<file path="src/rtl/reg_writeback.sv">
// reg_writeback
//   Write-side controller for the 32x32 register file. It merges
//   single-cycle pipeline results and buffered long-latency results
//   (mul/div, load miss) into the file's single write port. It also keeps
//   a busy scoreboard so decode can stall on pending long-latency
//   destinations.
//
// Ports
//   clock, reset_n            rising-edge clock, synchronous active-low reset
//   p_valid/p_addr/p_data     single-cycle pipeline result (highest priority)
//   l_valid/l_addr/l_data     long-latency result offered to the FIFO
//   l_ready                   FIFO can accept (count != DEPTH)
//   issue_valid/issue_addr    long-latency op issued; marks destination busy
//   chk_addr1/chk_addr2       decode source registers
//   busy1/busy2               scoreboard state for chk_addr1/chk_addr2
//   stall_req                 registered FIFO-full flag for upstream
//   write_addr3/write_data/
//   write_enable              register file write port (1-cycle latency)

module reg_writeback #(
  parameter int DEPTH = 4,
  parameter int AW    = 5,
  parameter int DW    = 32
) (
  input  logic          clock,
  input  logic          reset_n,
  input  logic          p_valid,
  input  logic [AW-1:0] p_addr,
  input  logic [DW-1:0] p_data,
  input  logic          l_valid,
  output logic          l_ready,
  input  logic [AW-1:0] l_addr,
  input  logic [DW-1:0] l_data,
  input  logic          issue_valid,
  input  logic [AW-1:0] issue_addr,
  input  logic [AW-1:0] chk_addr1,
  input  logic [AW-1:0] chk_addr2,
  output logic          busy1,
  output logic          busy2,
  output logic          stall_req,
  output logic [AW-1:0] write_addr3,
  output logic [DW-1:0] write_data,
  output logic          write_enable
);

  localparam int              PW   = (DEPTH > 1) ? $clog2(DEPTH) : 1;
  localparam int              CW   = PW + 1;
  localparam int              NREG = 1 << AW;
  localparam logic [CW-1:0]   FULL = CW'(DEPTH);

  // FIFO storage carries data only; occupancy is tracked by the pointers
  // and count, so the array itself needs no reset.
  logic [AW-1:0]   fifo_addr [DEPTH];
  logic [DW-1:0]   fifo_data [DEPTH];
  logic [PW-1:0]   wr_ptr;
  logic [PW-1:0]   rd_ptr;
  logic [CW-1:0]   count;
  logic [CW-1:0]   count_next;

  logic [NREG-1:0] busy;
  logic [NREG-1:0] busy_next;

  logic            push_p0;
  logic            pop_p0;
  logic            vld_p0;
  logic            wr_p0;
  logic [AW-1:0]   head_addr_p0;
  logic [DW-1:0]   head_data_p0;
  logic [AW-1:0]   sel_addr_p0;
  logic [DW-1:0]   sel_data_p0;

  assign l_ready      = (count != FULL);
  assign head_addr_p0 = fifo_addr[rd_ptr];
  assign head_data_p0 = fifo_data[rd_ptr];

  // Scoreboard is read without bypassing a same-cycle pop, so decode sees
  // the clear in the same cycle the register file receives the value.
  assign busy1 = busy[chk_addr1];
  assign busy2 = busy[chk_addr2];

  // Stage p0: source selection, FIFO and scoreboard next-state
  always_comb begin
    push_p0     = l_valid && l_ready;
    // The pipeline always wins; the FIFO head drains only in its gaps.
    pop_p0      = !p_valid && (count != '0);
    vld_p0      = p_valid || pop_p0;
    sel_addr_p0 = p_valid ? p_addr : head_addr_p0;
    sel_data_p0 = p_valid ? p_data : head_data_p0;
    // r0 is hardwired zero: the entry is consumed but never written.
    wr_p0       = vld_p0 && (sel_addr_p0 != '0);

    count_next = count;
    case ({push_p0, pop_p0})
      2'b10:   count_next = count + CW'(1);
      2'b01:   count_next = count - CW'(1);
      default: count_next = count;
    endcase

    busy_next = busy;
    if (pop_p0) begin
      busy_next[head_addr_p0] = 1'b0;
    end
    // Applied after the clear so a same-cycle re-issue keeps the bit set.
    if (issue_valid && (issue_addr != '0)) begin
      busy_next[issue_addr] = 1'b1;
    end
    busy_next[0] = 1'b0;
  end

  always_ff @(posedge clock) begin
    if (push_p0) begin
      fifo_addr[wr_ptr] <= l_addr;
      fifo_data[wr_ptr] <= l_data;
    end
  end

  // Stage p1: registered write port, pointers, scoreboard, stall flag
  always_ff @(posedge clock) begin
    if (!reset_n) begin
      wr_ptr       <= '0;
      rd_ptr       <= '0;
      count        <= '0;
      busy         <= '0;
      stall_req    <= 1'b0;
      write_enable <= 1'b0;
      write_addr3  <= '0;
      write_data   <= '0;
    end else begin
      // DEPTH is a power of two, so the pointers wrap by plain overflow.
      if (push_p0) begin
        wr_ptr <= wr_ptr + PW'(1);
      end
      if (pop_p0) begin
        rd_ptr <= rd_ptr + PW'(1);
      end
      count        <= count_next;
      busy         <= busy_next;
      stall_req    <= (count_next == FULL);
      write_enable <= wr_p0;
      // Address/data hold their last written value on idle cycles.
      if (wr_p0) begin
        write_addr3 <= sel_addr_p0;
        write_data  <= sel_data_p0;
      end
    end
  end

endmodule

</file>
<file path="config.mk">
export PLATFORM = sky130hd
export DESIGN_NAME = reg_writeback
export DESIGN_NICKNAME = d
export VERILOG_FILES = /design/src/rtl/reg_writeback.sv
export SDC_FILE = /design/constraint.sdc
export NUM_CORES = 1
export LEC_CHECK = 0
export CAP_MARGIN = 25
export CORE_MARGIN = 1.5
export CORE_UTILIZATION = 56
export CTS_BUF_LIST = sky130_fd_sc_hd__clkbuf_8
export DETAILED_ROUTE_END_ITERATION = 10
export PLACE_DENSITY = 0.89
export SLEW_MARGIN = 20
export SYNTH_ARGS = -nofsm -noshare
export SYNTH_HDL_FRONTEND = slang
export SYNTH_SLANG_ARGS = --single-unit
</file>
<file path="constraint.sdc">
create_clock -name clock -period 4.4 [get_ports clock]
set_input_delay 1.32 -clock clock [delete_from_list [all_inputs] [get_ports clock]]
set_output_delay 1.32 -clock clock [all_outputs]
set_load 0.05 [all_outputs]
</file>
==> results of run 1 <==
[synthesized netlist by cell type (all sizes together), types with 2 or more instances]
cell and count:
mux4 53, and3 5, dfxtp 79, or3b 2
or3 3, nand2b 8, inv 40, ha 5
a21oi 33, clkbuf 23, mux2 7, and2 10
nor2 44, o221a 33, xnor2 4, buf 19
nor4 2, nand2 48, nor3 2, o21ai 35
o22ai 3, a21boi 33, nor2b 5, nand3 4
mux2i 12, edfxtp 148
[through the flow]
| step | setup WS, ps | util (%) | total power [uW] | hold WS [ps] |
|---|---|---|---|---|
| 2_1_floorplan | 0.931 | - | 4140 | 463 |
| 3_3_place_gp | -301 | 66.6 | 4680 | 447 |
| 3_5_place_dp | -374 | 66.6 | 4770 | 458 |
| 4_1_cts | 5.16 | 70.9 | 6410 | 462 |
| 5_1_grt | 6.69 | 71.1 | 6650 | 496 |
| 6_report | 44.1 | 71.1 | 6400 | 459 |
[registers in the layout (all words and copies together) (netlist names), named ones only]
signal / cells
fifo_addr: 20
rd_ptr: 2
write_addr3: 5
stall_req: 1
fifo_data: 128
write_data: 32
write_enable: 1
busy: 31
count: 3
wr_ptr: 2
[logic make-up after synthesis]
kind of cell               share of synthesized area [%]
DFF                                                 63.1
AOI/OAI and AO/OA                                   10.9
and+or+nand+nor                                     6.51
buffers and inverters                               3.55
muxes                                               14.6
adders and majority gates                          0.865
xor gates and xnor gates                           0.459
[worst reg2reg max path: stages, from the launching register on]
cell and delay, ps:
sky130_fd_sc_hd__dfxtp_2 610, sky130_fd_sc_hd__buf_4 590, sky130_fd_sc_hd__mux4_2 680, sky130_fd_sc_hd__or3_1 400, sky130_fd_sc_hd__o21ai_0 200, sky130_fd_sc_hd__a21boi_0 120
[cell type report]
class | count | area, um^2 | area share, %
Antenna cell | 1 | 2.50 | 0.0211
Timing Repair Buffer | 154 | 1520 | 12.8
Clock buffer | 41 | 564 | 4.77
Clock inverter | 23 | 101 | 0.856
Multi-Input combinational cell | 361 | 3200 | 27.0
Inverter | 40 | 150 | 1.27
Tap cell | 220 | 275 | 2.33
Sequential cell | 227 | 6030 | 50.9
[final timing paths]
check / slack [ps] / startpoint / cells past startpoint / to
worst min-delay path: 460 / write_addr3[2] / 2 / write_addr3[2]
worst max-delay path: 40 / chk_addr2[1] / 5 / busy2
worst min register to register: 460 / write_addr3[2] / 2 / write_addr3[2]
worst max register to register: 1670 / flip-flop / 5 / busy[3]
[metal layers]
metal  GRT usage (%)  vias up  wire [um]
met5               0        -          0
met4            9.96        0        680
met3            5.82       61       1770
met2            44.5      298      11500
met1            32.0     3168       8580
li1                -     2844          -
[power breakdown]
part	switching, uW	total [uW]	leakage (uW)	internal, uW
Sequential	156	2730	0.00201	2570
Clock	793	1650	0.000404	854
Combinational	1190	2020	0.00173	827
Total	2140	6400	0.00415	4250
[what timing repair did]
item	CTS	global route
setup endpoints to repair	2	2
hold endpoints to repair	0	0
buffers inserted	2	0
resized for setup	19	2
==> implementation parameters, run 1 <==
Parameter                              Value

Timing
  Final hold violation count    0
  Setup repair after global routing missed its margin    no
  Total negative slack for setup checks    0 ps
  Fmax    230 MHz
  Final number of setup-violating endpoints    0
  Worst rel slew slack    30.2%
  Final worst-path cycle share    a little under 100%
  Final worst path period need    4360 ps
  Max Transition Viols Final    0
  Slew at the pin with the worst max-slew slack    around 1000 ps
  Final Skew    19.0 ps

Floorplanning
  Number of core rows    47
  Die boundary width    around 130 um
  Total die area    17800 um^2
  Number of top-level design ports    136
  Vertical die dimension    roughly 130 um
  Initial core utilization    57.4%
  Core region area    16600 um^2

Finish
  Filler cell count    1032
  Commonest non-fill, non-tap cell in the layout    sky130_fd_sc_hd__edfxtp_1
  Most frequent cells in the layout    sky130_fd_sc_hd__edfxtp_1 (148), sky130_fd_sc_hd__clkdlybuf4s50_1 (127), sky130_fd_sc_hd__dfxtp_1 (77)
  Area of all placed cells without fillers    about 12000 um^2
  Proportion of layout cells with a drive suffix above 1    18.1%
  Syn-to-layout area delta    24.0%
  Total Nets Final    919
  Final cell count without fillers    between 1k and 1.5k

Route
  Routed length per instance    around 21 um
  DR iter-0 viols    between 500 and 600
  # DRC    0
  Total length of routed wires    around 23000 um
  Overall via count from detail_route    6371
  TritonRoute pass-1 iters    5
  Routed vias/inst    between 5 and 6
  DRT antenna net count    0

Clock tree
  Count of H-tree levels built during CTS    2
  Clock-pin slew of the registers on the worst-case setup and hold paths    60 ps
  Clock latency at the later pin of the worst-skew pair    520 ps
  Number of clock sinks    227
  Root Buffer    sky130_fd_sc_hd__clkbuf_8
  Number of buffers inserted during clock tree synthesis    35
  Clock buffer depth    3
  CTS tree    yes
  Number of buffers added to fix hold violations after cts    0

Worst setup path
  WS Path Type    in2out
  Worst Path Arrival    ~3000 ps
  Cell family contributing the most delay on the critical path    multiplexers
  Required time reported for the critical path endpoint    ~3000 ps
  Worst setup EP type    output port
  Highest net fanout along the worst path    6
  Most frequent cell on the critical path    sky130_fd_sc_hd__mux4_2
  Critical path cell sequence    clkdlybuf4s15_2 > mux4_2 > mux4_2 > mux2_4 > buf_8
  Highest-delay cell along the critical path    sky130_fd_sc_hd__mux4_2
  Buffer and inverter count on the worst path    2
  Critical Path Max Stage Delay    520 ps
  CP startpoint kind    primary input

Yosys
  Number of synthesized register bits    227
  Combined area of all synthesized cells    9550 um^2
  Synth cell types    just over 40
  Cell types with the largest area share after synthesis    sky130_fd_sc_hd__edfxtp_1 (47%), sky130_fd_sc_hd__dfxtp_1 (17%), sky130_fd_sc_hd__mux4_2 (13%)
  Synth area leader    sky130_fd_sc_hd__edfxtp_1
  Yosys warning total    0
  Mean cell area of the mapped netlist    14.3 um^2
  Count of mapped cells out of synthesis    670
  Share of synthesized area occupied by flip-flops and latches    between 60% and 70%
  Ys flop type    sky130_fd_sc_hd__edfxtp_1
  EDFF count, synth    148
  Share of the synthesized area in the top cell type    46.5%
  Share of async-settable or async-resettable flops after synthesis    0%
  Total nets after synthesis    770

Power
  Worst supply voltage drop on vdd    0.355 mV
  Static Leak    0.00415 uW
  Power density of the placed cells    540 nW/um^2

Global route
  Antenna violations before repair    0
  Total congestion overflow after global routing    0
  Total routing usage reported by global routing    25.8%
  Global-route wire length before repair    35500 um
  Number of global-route vias before repair    6918
  Pin count of the biggest net entering global routing    52

Place
  Post-place instance area    11100 um^2
  Detailed placement HPWL    14800 um
  Total placed cells including tap cells    998
  Final RePlAce weighted congestion    ~0.96
  I/O Buffers    135

Outcome
  Result of the run    complete, no violations

Worst hold path
  Path class of the lowest-slack min-delay path    reg2reg

Job
  Max Cap Viol    0
Power figures use the tool's default switching activity.
==> run 2, diff against run 1 <==
--- a/config.mk
+++ b/config.mk
@@ -6,11 +6,10 @@
 export NUM_CORES = 1
 export LEC_CHECK = 0
 export CAP_MARGIN = 25
-export CORE_MARGIN = 1.5
 export CORE_UTILIZATION = 56
 export CTS_BUF_LIST = sky130_fd_sc_hd__clkbuf_8
 export DETAILED_ROUTE_END_ITERATION = 10
-export PLACE_DENSITY = 0.89
+export PLACE_DENSITY = 0.82
 export SLEW_MARGIN = 20
 export SYNTH_ARGS = -nofsm -noshare
 export SYNTH_HDL_FRONTEND = slang
==> implementation parameters, run 2 (synthesis results as in run 1) <==
Parameter                              Value

Outcome
  Result of the run    complete, no violations (unchanged)

Worst setup path
  Most frequent cell on the critical path    sky130_fd_sc_hd__mux4_2 (unchanged)
  Reg-to-Reg End    write_data[11] (was busy[3])
  Worst setup EP type    output port (unchanged)
  Worst setup path startpoint    chk_addr2[0] (was chk_addr2[1])
  Required time reported for the critical path endpoint    3080 ps (about the same)
  CP startpoint kind    primary input (unchanged)
  Critical path cell sequence    clkdlybuf4s15_1 > buf_6 > mux4_2 > mux4_2 > mux2_4 > buf_8 (was clkdlybuf4s15_2 > mux4_2 > mux4_2 > mux2_4 > buf_8)
  WS Path Type    in2out (unchanged)
  Reg-to-reg setup timing slack    1710 ps (was 1670 ps)
  Highest net fanout along the worst path    7 (was 6)
  Worst Path Arrival    3040 ps (about the same)
  Critical Path Max Stage Delay    490 ps (was 520 ps)
  Crit path to    busy2 (unchanged)
  FF-to-FF path depth    5 (unchanged)
  Highest-delay cell along the critical path    sky130_fd_sc_hd__mux4_2 (unchanged)

Timing
  Final worst path period need    4360 ps (about the same)
  Max Transition Viols Final    0 (unchanged)
  Worst rel slew slack    31.2% (was 30.2%)
  Final hold violation count    0 (unchanged)
  Final Skew    28.0 ps (was 19.0 ps)
  Final number of setup-violating endpoints    0 (unchanged)
  Setup repair after global routing missed its margin    no (unchanged)
  Fmax    229 MHz (was 230 MHz)
  Slew at the pin with the worst max-slew slack    1030 ps (was 1040 ps)
  Total negative slack for setup checks    0 ps (unchanged)
  Final worst-path cycle share    99.1% (was 99.0%)

Clock tree
  Number of clock sinks    227 (unchanged)
  Clock-pin slew of the registers on the worst-case setup and hold paths    50 ps (was 60 ps)
  Clock buffer depth    3 (unchanged)
  Number of buffers inserted during clock tree synthesis    38 (was 35)
  Clock latency at the later pin of the worst-skew pair    530 ps (was 520 ps)
  Root Buffer    sky130_fd_sc_hd__clkbuf_8 (unchanged)
  CTS tree    yes (unchanged)
  Count of H-tree levels built during CTS    2 (unchanged)
  Number of buffers added to fix hold violations after cts    0 (unchanged)

Route
  Total length of routed wires    22200 um (was 22600 um)
  Detailed-routed wire length on met3    1430 um (was 1770 um)
  Metal2 WL    11400 um (was 11500 um)
  # DRC    0 (unchanged)
  Routed length per instance    20.8 um (was 21.1 um)
  DRT antenna net count    0 (unchanged)
  TritonRoute pass-1 iters    4 (was 5)
  Post-route met1 wirelength    8700 um (was 8580 um)
  Overall via count from detail_route    6306 (was 6371)
  Highest metal layer with signal wires    met4 (unchanged)
  Routed vias/inst    5.89 (was 5.97)
  DR iter-0 viols    368 (was 526)

Job
  Max Cap Viol    0 (unchanged)

Power
  Worst supply voltage drop on vdd    0.471 mV (was 0.355 mV)
  Power density of the placed cells    543 nW/um^2 (was 540 nW/um^2)
  Static Leak    0.00417 uW (was 0.00415 uW)

Floorplanning
  Total die area    17600 um^2 (was 17800 um^2)
  Initial core utilization    57.4% (unchanged)
  Core region area    16600 um^2 (unchanged)
  Number of top-level design ports    136 (unchanged)
  Number of core rows    47 (unchanged)
  Vertical die dimension    133 um (was 134 um)
  Die boundary width    133 um (was 134 um)

Finish
  Most frequent cells in the layout    sky130_fd_sc_hd__edfxtp_1 (148), sky130_fd_sc_hd__clkdlybuf4s50_1 (127), sky130_fd_sc_hd__dfxtp_1 (77) (unchanged)
  Registers with the most flip-flops    fifo_data (128), write_data (32), busy (31) (unchanged)
  Biggest register    fifo_data (unchanged)
  Total Nets Final    924 (was 919)
  Proportion of layout cells with a drive suffix above 1    18.0% (was 18.1%)
  Number of flip-flops in the largest register    128 (unchanged)
  N_diodes    0 (was 1)
  Commonest non-fill, non-tap cell in the layout    sky130_fd_sc_hd__edfxtp_1 (unchanged)
  Syn-to-layout area delta    24.2% (was 24.0%)
  Final cell count without fillers    1071 (was 1067)

Global route
  Antenna violations before repair    0 (unchanged)
  Total routing usage reported by global routing    26.4% (was 25.8%)
  Number of global-route vias before repair    6754 (was 6918)
  Total congestion overflow after global routing    0 (unchanged)
  Global-route wire length before repair    35400 um (was 35500 um)
  Pin count of the biggest net entering global routing    42 (was 52)

Place
  Final RePlAce weighted congestion    0.937 (was 0.964)
  Total placed cells including tap cells    1003 (was 998)
  Detailed placement HPWL    15000 um (was 14800 um)
  I/O Buffers    135 (unchanged)

Worst hold path
  Path class of the lowest-slack min-delay path    reg2reg (unchanged)
run 2: changes by cell type in the layout (fill, tap and decap cells not counted), sizes merged:
cell | previous run | this run
inv | 57 | 58
clkinvlp | 1 | 0
diode | 1 | 0
buf | 24 | 25
clkdlybuf4s15 | 2 | 3
clkinv | 5 | 7
bufinv | 0 | 1
run 2: area by class of cell:
type	instances	area, um^2
Fill cell	1052	4780
Sequential cell	227	6030
Tap cell	220	275
Inverter	40	150
Timing Repair Buffer	156	1510
Clock inverter	26	134
Clock buffer	41	564
Multi-Input combinational cell	361	3200
run 2: metal layers:
| layer | up-vias | global-route usage, % |
|---|---|---|
| li1 | 2857 | - |
| met1 | 3129 | 31.3 |
| met2 | 261 | 46.1 |
| met3 | 59 | 5.79 |
| met4 | 0 | 12.1 |
| met5 | - | 0 |
run 2: metrics by stage:
stage | hold slack (ps) | power [uW] | setup WS [ps] | cell area [um^2] | utilization [%]
after floorplan | 463 | 4140 | 0.931 | 9550 | -
after global routing | 481 | 6730 | 0.462 | 11900 | 71.3
after CTS | 474 | 6490 | 30.5 | 11900 | 71.3
final | 472 | 6440 | 37.8 | 11900 | 71.3
after detailed placement | 466 | 4780 | -339 | 11100 | 66.9
after global placement | 447 | 4700 | -301 | 11100 | 66.9
run 2: how the worst min path moves through the flow:
| stage | cells past startpoint | start | endpoint | slack [ps] |
|---|---|---|---|---|
| finish | 2 | write_addr3[2] | write_addr3[2] | 470 |
| global route | 2 | write_addr3[2] | write_addr3[2] | 480 |
| CTS | 2 | write_addr3[2] | write_addr3[2] | 470 |
| detailed placement | 2 | write_addr3[2] | write_addr3[2] | 470 |
| global placement | 2 | write_addr3[2] | write_addr3[2] | 450 |
| floorplan | 2 | busy[3] | busy[3] | 460 |
run 2: power breakdown:
group / internal, uW / switching (uW)
logic: 820 / 1190
clock network: 917 / 785
registers: 2570 / 160
run 2: repair_timing:
| item | in CTS | in global routing |
|---|---|---|
| buffers inserted | 1 | 0 |
| pin swaps | 0 | 0 |
| setup endpoints to repair | 2 | 1 |
| gates resized for setup | 18 | 1 |
run 2: worst max-delay path: cells and delay by family:
| kind | cells | cell delay, ps |
|---|---|---|
| buffers and inverters | 3 | 470 |
| muxes | 3 | 1250 |
==> edit, RTL diff (flow settings as in run 1) <==
`DW`: 32 -> 16.
--- a/src/rtl/reg_writeback.sv
+++ b/src/rtl/reg_writeback.sv
@@ -22,3 +22,3 @@
   parameter int AW    = 5,
-  parameter int DW    = 32
+  parameter int DW    = 16
 ) (
Interface: changed (resized l_data, p_data and write_data); port bits go from 136 to 88. The function was not compared with the original's and may differ.
==> edit against run 1 <==
  * Utilization is 0.22 points higher
  * Synthesized cell count down 30%
  * Count of clock-buffer cells in the layout fell by 22
  * First-iteration DRC count decreased by 44%
  * Setup slack better by 0.016 ns
  * Sequential cell count decreased by 80
  * Area after synthesis fell by 33%
  * Worst hold slack gained 0.041 ns
  * Final area is 34% lower
  * Total power decreased by 36%
  * Wire length is 31% lower
  * Highest routed layer unchanged
==> edit: results (changes against run 1) <==
worst-case reg-to-reg path depth=6 (+1); GR Util All Layers=0.2868 (+0.02847); inverters=10 (-75%); layout cells sized above 1=0.1990 (+0.01811); Max FO, Critical Path=3 (-3); Clock-cell share=0.04742 (-0.008809); clock-pin slew on the worst setup and hold paths=0.08 ns (+0.02 ns); Worst slew margin=0.4120 (+0.1098); deepest clock path buffer count=2 (-1); Area contributors post-synth=edfxtp_1 (40%), dfxtp_1 (20%), mux4_2 (13%), nand2_1 (3.2%), o21ai_0 (2.9%); syn nets=535 (-31%); Multi-input gate area=0.002442 mm² (-24%); sequential share of power=0.437 (+0.010); non-clk buf share=0.1304 (+0.002132); Clock group=981 µW (-41%); multi-input gate count=284 (-21%); port bufs=87 (-36%); setup skew after layout=0.01265 ns (-0.006380 ns); H-tree Lvls=4 (+2); flop-to-flop setup slack=1.45 ns (-0.22 ns); outcome=finished, final reports clean; Post-synth EDFFs=84 (-43%); first-pass GRT wire length=24,470 µm (-31%); clock buf count=19 (-54%); DRT Wirelength=15,660 µm (-31%); vias in the first global route=4,718 (-32%); number of CTS-inserted buffers=17 (-51%); via count=4,482 (-30%); final net count=633 (-31%); Initial DRC Count=295 (-44%); R2R Path End=write_addr3[1]; nonclk buf count=105 (-32%); Seq/Total Area, Yosys=0.5929 (-0.03809); number of library cell types mapped by synthesis=46 (+12%); initial antenna violation count=1 (+1); Top Registers=fifo_data x64, busy x31, fifo_addr x20; switching share of total power=0.3454 (+0.01047); Seq/total area=0.4830 (-0.02625); RD Place Congestion=0.9605 (-0.36%)
==> edit: changes by cell type after synthesis, moves of 10 or more <==
cell | run 1 | this run
o221ai_1 | 0 | 16
a21boi_0 | 33 | 0
mux4_2 | 53 | 38
inv_1 | 40 | 9
a2bb2oi_2 | 0 | 10
nor2_1 | 43 | 17
edfxtp_1 | 148 | 84
o221a_1 | 26 | 0
dfxtp_1 | 79 | 63
==> edit: cells by family (layout without fill, tap and decap cells) <==
kind of cell	count (synthesis)	count (layout)	synth area share
AO/OA/AOI/OAI	116	116	0.1269
XOR/XNOR	6	6	0.008237
adder cells (fa/ha/maj)	6	6	0.01294
buffers and inverters	36	147	0.02666
flip-flops	147	147	0.5929
multiplexers	50	50	0.1553
other	0	1	0
AND/OR/NAND/NOR	106	106	0.07706
==> edit: layer usage <==
layer,track usage,up-vias,routed length (µm),share of wire
met5,0,-,0,0
met4,0.1800,0,764,0.049
met3,0.09366,60,1464,0.094
met2,0.4783,240,7767,0.50
met1,0.3165,2191,5658,0.36
li1,-,1991,-,-
==> edit: stage by stage <==
step	total power [µW]	setup slack, ns	hold slack (ns)	cell area, µm²	instances
6_report	4123	0.06054	0.4994	7836	719
5_1_grt	4279	0.01245	0.5130	7836	719
4_1_cts	4125	0.008468	0.4981	7841	718
3_5_place_dp	3152	-0.3394	0.4748	7441	686
3_3_place_gp	3092	-0.2892	0.4749	7418	685
2_1_floorplan	2730	0.09425	0.4598	6384	467
==> edit: what timing repair did <==
item / 4_1_cts / 5_1_grt
hold buffers: 0 / 0
setup endpoints to repair: 2 / 2
hold endpoints to repair: 0 / 0
buffers inserted: 0 / 0
gates resized for setup: 15 / 3
==> edit: worst max-delay path, stage by stage <==
cell	delay (ns)
dlygate4sd2_1	0.29
mux4_2	0.53
mux4_2	0.45
mux2_4	0.28
buf_8	0.15
